File: src/rtl/rmii_rx_pkg.sv
// Shared types and constants for the RMII receive framer.
// Only the CRC constants matter when RMII_RX_FCS_CHECK_EN is defined.
package rmii_rx_pkg;

  typedef enum logic [1:0] {
    IDLE     = 2'd0,
    PREAMBLE = 2'd1,
    DATA     = 2'd2
  } rx_state_e;

  localparam logic [1:0]  PREAMBLE_DIBIT = 2'b01;
  localparam logic [1:0]  SFD_DIBIT      = 2'b11;
  localparam logic [31:0] CRC_POLY       = 32'h04C11DB7;
  localparam logic [31:0] CRC_INIT       = 32'hFFFFFFFF;
  localparam logic [31:0] CRC_RESIDUE    = 32'hDEBB20E3;
  localparam logic [3:0]  DIV10_MAX      = 4'd9;

  // Bit-reverse a 32-bit word; the Ethernet CRC runs LSB-first.
  function automatic logic [31:0] reflect32(input logic [31:0] v);
    logic [31:0] r;
    for (int i = 0; i < 32; i++) r[i] = v[31-i];
    return r;
  endfunction

endpackage

File: src/rtl/rmii_rx_framer_crc.sv
// Combinational single-byte update of the reflected Ethernet CRC32.
// Instanced by rmii_rx_framer only when RMII_RX_FCS_CHECK_EN is defined.
module eth_crc32_d8
  import rmii_rx_pkg::*;
(
  input  logic [31:0] crc_in,
  input  logic [7:0]  data,
  output logic [31:0] crc_out
);

  localparam logic [31:0] POLY_REFL = reflect32(CRC_POLY);

  // Shift the byte in LSB first, one bit per iteration.
  always_comb begin
    logic [31:0] c;
    c = crc_in;
    for (int i = 0; i < 8; i++) begin
      if (c[0] ^ data[i]) c = (c >> 1) ^ POLY_REFL;
      else                c = c >> 1;
    end
    crc_out = c;
  end

endmodule

File: src/rtl/rmii_rx_framer.sv
// RMII receive framer: strips preamble/SFD and packs dibits into an
// 8-bit AXI-stream with no backpressure. Optional FCS check is enabled
// with the RMII_RX_FCS_CHECK_EN macro.
//
// Stream handshake: rx_axis_tvalid is a one-cycle beat strobe with no
// tready; tdata/tlast/tuser are meaningful only while tvalid is high and
// tuser is meaningful only on the tlast beat.
module rmii_rx_framer
  import rmii_rx_pkg::*;
#(
  parameter int RATE_10_100 = 0
)
(
  input  logic       clk_int,
  input  logic       rst_int,
  input  logic [1:0] phy_rxd,
  input  logic       phy_crs_dv,
  input  logic       phy_rx_er,
  output logic [7:0] rx_axis_tdata,
  output logic       rx_axis_tvalid,
  output logic       rx_axis_tlast,
  output logic       rx_axis_tuser,
  output logic       rx_error_bad_frame,
  output logic       rx_error_bad_fcs
);

  rx_state_e  state, state_next;
  logic [3:0] div_cnt;
  logic       sample;
  logic       frame_start, accept, eof;
  logic [1:0] held_rxd;
  logic       held_crs, held_valid;
  logic [1:0] dibit_idx;
  logic [5:0] shift;
  logic [7:0] hold_byte, new_byte;
  logic       hold_valid, bad_er;
  logic       byte_done, er_now, bad_cause, fcs_bad;

  // Free-running 0..9 divider; only consulted at 10 Mb/s.
  always_ff @(posedge clk_int) begin
    if (rst_int)                 div_cnt <= 4'd0;
    else if (div_cnt == DIV10_MAX) div_cnt <= 4'd0;
    else                         div_cnt <= div_cnt + 4'd1;
  end

  assign sample    = (RATE_10_100 == 0) ? 1'b1 : (div_cnt == DIV10_MAX);
  assign new_byte  = {held_rxd, shift};
  assign byte_done = accept && (dibit_idx == 2'd3);
  assign er_now    = sample && (state == DATA) && phy_rx_er;
  assign bad_cause = bad_er || er_now || (dibit_idx != 2'd0);

  // State register.
  always_ff @(posedge clk_int) begin
    if (rst_int) state <= IDLE;
    else         state <= state_next;
  end

  // Next state plus frame control strobes; a held dibit is data unless it
  // and the current sample are both carrier-low (RMII end of carrier).
  always_comb begin
    state_next  = state;
    frame_start = 1'b0;
    accept      = 1'b0;
    eof         = 1'b0;
    if (sample) begin
      case (state)
        IDLE: begin
          if (phy_crs_dv && (phy_rxd == PREAMBLE_DIBIT)) state_next = PREAMBLE;
        end
        PREAMBLE: begin
          if (!phy_crs_dv)                    state_next = IDLE;
          else if (phy_rxd == PREAMBLE_DIBIT) state_next = PREAMBLE;
          else if (phy_rxd == SFD_DIBIT) begin
            state_next  = DATA;
            frame_start = 1'b1;
          end
          else                                state_next = IDLE;
        end
        DATA: begin
          if (held_valid) begin
            if (!held_crs && !phy_crs_dv) begin
              eof        = 1'b1;
              state_next = IDLE;
            end
            else accept = 1'b1;
          end
        end
        default: state_next = IDLE;
      endcase
    end
  end

`ifdef RMII_RX_FCS_CHECK_EN
  logic [31:0] crc, crc_next;

  eth_crc32_d8 u_crc (
    .crc_in  (crc),
    .data    (new_byte),
    .crc_out (crc_next)
  );

  // Running CRC over every completed byte, FCS included.
  always_ff @(posedge clk_int) begin
    if (rst_int)          crc <= CRC_INIT;
    else if (frame_start) crc <= CRC_INIT;
    else if (byte_done)   crc <= crc_next;
  end

  assign fcs_bad = (crc != CRC_RESIDUE);
`else
  assign fcs_bad = 1'b0;
`endif

  // Lookahead register, byte assembly, one-byte output hold and stream outputs.
  always_ff @(posedge clk_int) begin
    if (rst_int) begin
      held_rxd           <= 2'b00;
      held_crs           <= 1'b0;
      held_valid         <= 1'b0;
      dibit_idx          <= 2'd0;
      shift              <= 6'd0;
      hold_byte          <= 8'd0;
      hold_valid         <= 1'b0;
      bad_er             <= 1'b0;
      rx_axis_tdata      <= 8'd0;
      rx_axis_tvalid     <= 1'b0;
      rx_axis_tlast      <= 1'b0;
      rx_axis_tuser      <= 1'b0;
      rx_error_bad_frame <= 1'b0;
      rx_error_bad_fcs   <= 1'b0;
    end
    else begin
      rx_axis_tvalid     <= 1'b0;
      rx_axis_tlast      <= 1'b0;
      rx_axis_tuser      <= 1'b0;
      rx_error_bad_frame <= 1'b0;
      rx_error_bad_fcs   <= 1'b0;
      if (frame_start) begin
        held_valid <= 1'b0;
        dibit_idx  <= 2'd0;
        hold_valid <= 1'b0;
        bad_er     <= 1'b0;
      end
      if (sample && (state == DATA)) begin
        held_rxd   <= phy_rxd;
        held_crs   <= phy_crs_dv;
        held_valid <= 1'b1;
        if (phy_rx_er) bad_er <= 1'b1;
      end
      if (accept) begin
        shift     <= {held_rxd, shift[5:2]};
        dibit_idx <= dibit_idx + 2'd1;
        if (byte_done) begin
          hold_byte  <= new_byte;
          hold_valid <= 1'b1;
          if (hold_valid) begin
            rx_axis_tdata  <= hold_byte;
            rx_axis_tvalid <= 1'b1;
          end
        end
      end
      if (eof) begin
        if (hold_valid) begin
          rx_axis_tdata      <= hold_byte;
          rx_axis_tvalid     <= 1'b1;
          rx_axis_tlast      <= 1'b1;
          rx_axis_tuser      <= bad_cause || fcs_bad;
          rx_error_bad_frame <= bad_cause;
          rx_error_bad_fcs   <= fcs_bad;
        end
        hold_valid <= 1'b0;
        held_valid <= 1'b0;
        dibit_idx  <= 2'd0;
        bad_er     <= 1'b0;
      end
    end
  end

endmodule

File: config.mk
export PLATFORM = sky130hd
export DESIGN_NAME = rmii_rx_framer
export DESIGN_NICKNAME = d
export VERILOG_FILES = /design/src/rtl/rmii_rx_pkg.sv /design/src/rtl/rmii_rx_framer_crc.sv /design/src/rtl/rmii_rx_framer.sv
export SDC_FILE = /design/constraint.sdc
export NUM_CORES = 1
export LEC_CHECK = 0
export ABC_AREA = 1
export BUFFER_PORTS_ARGS = -buffer_cell sky130_fd_sc_hd__buf_2
export CORE_MARGIN = 4
export CORE_UTILIZATION = 51
export DETAILED_ROUTE_END_ITERATION = 8
export GPL_ROUTABILITY_DRIVEN = 0
export MAX_ROUTING_LAYER = met4
export PLACE_DENSITY_LB_ADDON = 0.15
export REMOVE_ABC_BUFFERS = 1
export SYNTH_ARGS = -nofsm -noshare
export SYNTH_HDL_FRONTEND = slang
export SYNTH_HIERARCHICAL = 1
export SYNTH_SLANG_ARGS = --single-unit
File: constraint.sdc
create_clock -name clk_int -period 1.1 [get_ports clk_int]
set_input_delay 0.11 -clock clk_int [delete_from_list [all_inputs] [get_ports clk_int]]
set_output_delay 0.11 -clock clk_int [all_outputs]
set_load 0.1 [all_outputs]
==> results_dict.tcl <==
set metrics [dict create \
    final-hold-violation-count 0 \
    finalPower_w 0.00235 \
    synth-xor-area-share_pct 0 \
    vias_per_cell 5.29 \
    finalSetupTns_ps -234 \
    reg2reg_depth 8 \
    crit_type "register to register" \
    synth-simple-area-share_pct 31.5 \
    ys_ff_latch 35 \
    path_buf_inv 3 \
    fillCellCount 192 \
    status "finished with violations" \
    initialDrtViolationCount 99 \
    initial_core_util_pct 55.0 \
    die_h_um 63.2 \
    clkPwrFrac_pct 40.9 \
    r2r-end "hold_byte[1]$_SDFFE_PP0P_" \
    max-clock-path-buffers 2 \
    r2r_slack_ps -60 \
    synth_fa_ha_area_share_pct 1.61 \
    setup_violations 10 \
    finClkSkew_ps 6.03 \
    p_sw_share_pct 21.3 \
    seq_power_share_pct 54.1 \
    synth_top_area_share_pct 45.1 \
    crit_arrival_ps 1440 \
    cpMaxStageDelayCell "dfxtp_2" \
    drcViolationCount 0 \
    antennaDiodeCount 0 \
    drtAntennaViolNets 0 \
    power_density_mw_per_mm2 1070 \
    cts_tree "done" \
    coreArea_mm2 0.00283 \
    crit_end "hold_byte[1]$_SDFFE_PP0P_" \
    synthTopCellsByArea "dfxtp_1, nand2_1, nor2_1" \
    die_w_um 63.2 \
    synth.avg_cell_area_um2 7.70 \
    p_int_w 0.00185 \
    violations "setup timing" \
    first_pass_iters 4 \
    crit_top_cell "nor2_1" \
    cp_slowest_stage_delay_ps 330 \
    root_buffer "clkbuf_4" \
    syn2layout_area_growth_pct 40.8 \
    irDropWorstVdd_mv 0.858 \
    utilization_pct 77.4 \
    rows 19 \
    dr_total_vias 1429 \
    synth_cells 202 \
    clock_sinks 35 \
    cp_num_cells 8 \
    dp_hpwl_mm 2.58 \
    start_kind "register" \
    cts_made_buffers 5 \
    clk-insertion-delay-late_ps 340 \
    synth_top_family_by_area "simple AND/OR/NAND/NOR gates" \
    final_cell_area_mm2 0.00219 \
    ys.flop_type "dfxtp_1" \
    place_area_mm2 0.00195 \
    netSwitchingPower_w 0.000501 \
    slew_violations 0 \
    grt_pass1_wl_mm 6.08 \
    fin_crit_ps 1160 \
    htree_num_levels 2 \
    r2r_start "state[0]$_SDFFE_PP0P_" \
    seq_area_frac_synth_pct 45.1 \
    synth_mux_area_share_pct 0 \
    crit_required_ps 1370 \
    wl_mm 3.63 \
    max_freq_mhz 859 \
    final_layout_size_suffix_gt1_share_pct 41.0 \
    yosysUniqueCellTypes 23 \
    grt_pass1_vias 1397 \
    synth_edf_count 0 \
    antenna_found_initial 0 \
    cp_cell_sequence "inv_2, nand3_2, nor2_4, buf_6, nand2_4, inv_8, nor2_1, nor2_1" \
    die-area_mm2 0.00400 \
    power_frac_comb_pct 4.9 \
    fin_nets 246 \
    grt.total_usage_pct 19.4 \
    clkTransAtPathRegs_ps 100 \
    synth-compound-area-share_pct 14.9 \
    startpoint "state[0]$_SDFFE_PP0P_" \
    yosysWarnings 6 \
    path_max_fanout 8 \
    cp-end-kind "register" \
    synth_largest_area_cell "dfxtp_1" \
    maxCapViolCount 0 \
    cp_top_family "simple AND/OR/NAND/NOR gates" \
    setup_ws_ps -63.8 \
    overflow 0 \
    numPortBuffers 17 \
    syn_area_mm2 0.00156 \
    hp-class "input port to register" \
    synth.most_common_cell "nand2_1" \
    ioPinCount 19 \
    grt_max_degree 15 \
    ys_async_sr_fraction_pct 0 \
    rsz0062_at_grt "true" \
    p_leak_nw 0.892 \
    timing.final.crit_share_pct 106 \
    yosys-top-cells-count "nand2_1, dfxtp_1, nor2_1" \
    avgRoutedWirePerCell_um 13.4 \
]
-- kinds of logic after synthesis --
| group | Yosys count |
|---|---|
| DFF | 35 |
| AOI/OAI and AO/OA | 35 |
| adders and majority gates | 2 |
| buffers and inverters | 22 |
| other | 1 |
| and+or+nand+nor | 107 |
-- repair_timing --
item	in CTS	in global routing
resized for setup	13	31
hold buffers	2	0
hold endpoints to repair	2	0
cloned	1	0
pin swaps	1	21
buffers inserted	3	1
setup endpoints to repair	25	33
-- worst min path at each step --
stage / start / depth (start not counted) / to / slack, ps
after floorplan: rst_int / 1 / shift[0]$_SDFFE_PP0P_ / 170
after global placement: phy_rxd[1] / 2 / state[0]$_SDFFE_PP0P_ / 310
after detailed placement: phy_rxd[1] / 2 / state[0]$_SDFFE_PP0P_ / 320
after CTS: phy_rxd[0] / 3 / state[0]$_SDFFE_PP0P_ / 20
after global routing: phy_rxd[0] / 3 / state[0]$_SDFFE_PP0P_ / 20
final: phy_rxd[0] / 3 / state[0]$_SDFFE_PP0P_ / 20
-- power by group through the flow --
stage               registers (W)  logic [W]  clock network, W
finish                    0.00127   0.000116          0.000961
global route              0.00127   0.000125           0.00105
CTS                       0.00127   0.000107          0.000977
detailed placement        0.00130   0.000101                 0
global placement          0.00130  0.0000979                 0
floorplan                 0.00130  0.0000474                 0
-- tightest hold or removal path: cells and delay by family --
kind	cells	cell delay, ps
buf+inv	1	110
simple gates	2	100
-- final cells by class --
class	instances	area, µm²	share of cell area (%)
clock buffer	6	51.3	2.34
clock inverter	2	35.0	1.60
inverter	12	52.6	2.40
multi-input combinational	145	828	37.8
sequential	35	713	32.6
tap	31	38.8	1.77
timing repair buffer	39	470	21.5
-- layer usage --
layer | vias to the layer above | routed length [µm] | GRT usage [%]
met3 | 10 | 157 | 4.80
met5 | - | 0 | -
met1 | 662 | 1570 | 22.4
li1 | 718 | - | -
met4 | 0 | 58 | 6.74
met2 | 39 | 1840 | 32.8
-- cell usage in the layout (no fill, tap or decap) --
cell / count
inv_1: 9
buf_4: 13
nand2_2: 8
a21oi_1: 13
nor4_1: 1
inv_8: 1
inv_2: 2
nand3_1: 3
nand2_4: 5
nor2_1: 15
buf_2: 5
nand2_1: 55
o211ai_1: 8
a211oi_2: 1
buf_6: 6
o21ai_0: 3
nor2_2: 7
o21ai_2: 1
nand3b_1: 6
nand3_2: 3
buf_12: 13
ha_2: 2
a21oi_2: 9
dfxtp_1: 25
clkbuf_8: 1
nor2_4: 4
clkinv_2: 1
conb_1: 1
dlygate4sd3_1: 2
clkbuf_4: 5
dfxtp_2: 10
bufinv_16: 1
-- per-stage QoR --
| step | std cells | hold WS (ps) | setup WS [ps] |
|---|---|---|---|
| 2_1_floorplan | 192 | 172 | -563 |
| 3_3_place_gp | 257 | 310 | 10.1 |
| 3_5_place_dp | 257 | 316 | -40.2 |
| 4_1_cts | 271 | 24.2 | -17.5 |
| 5_1_grt | 270 | 22.5 | -139 |
| 6_report | 270 | 18.2 | -63.8 |
Power figures use the tool's default switching activity.
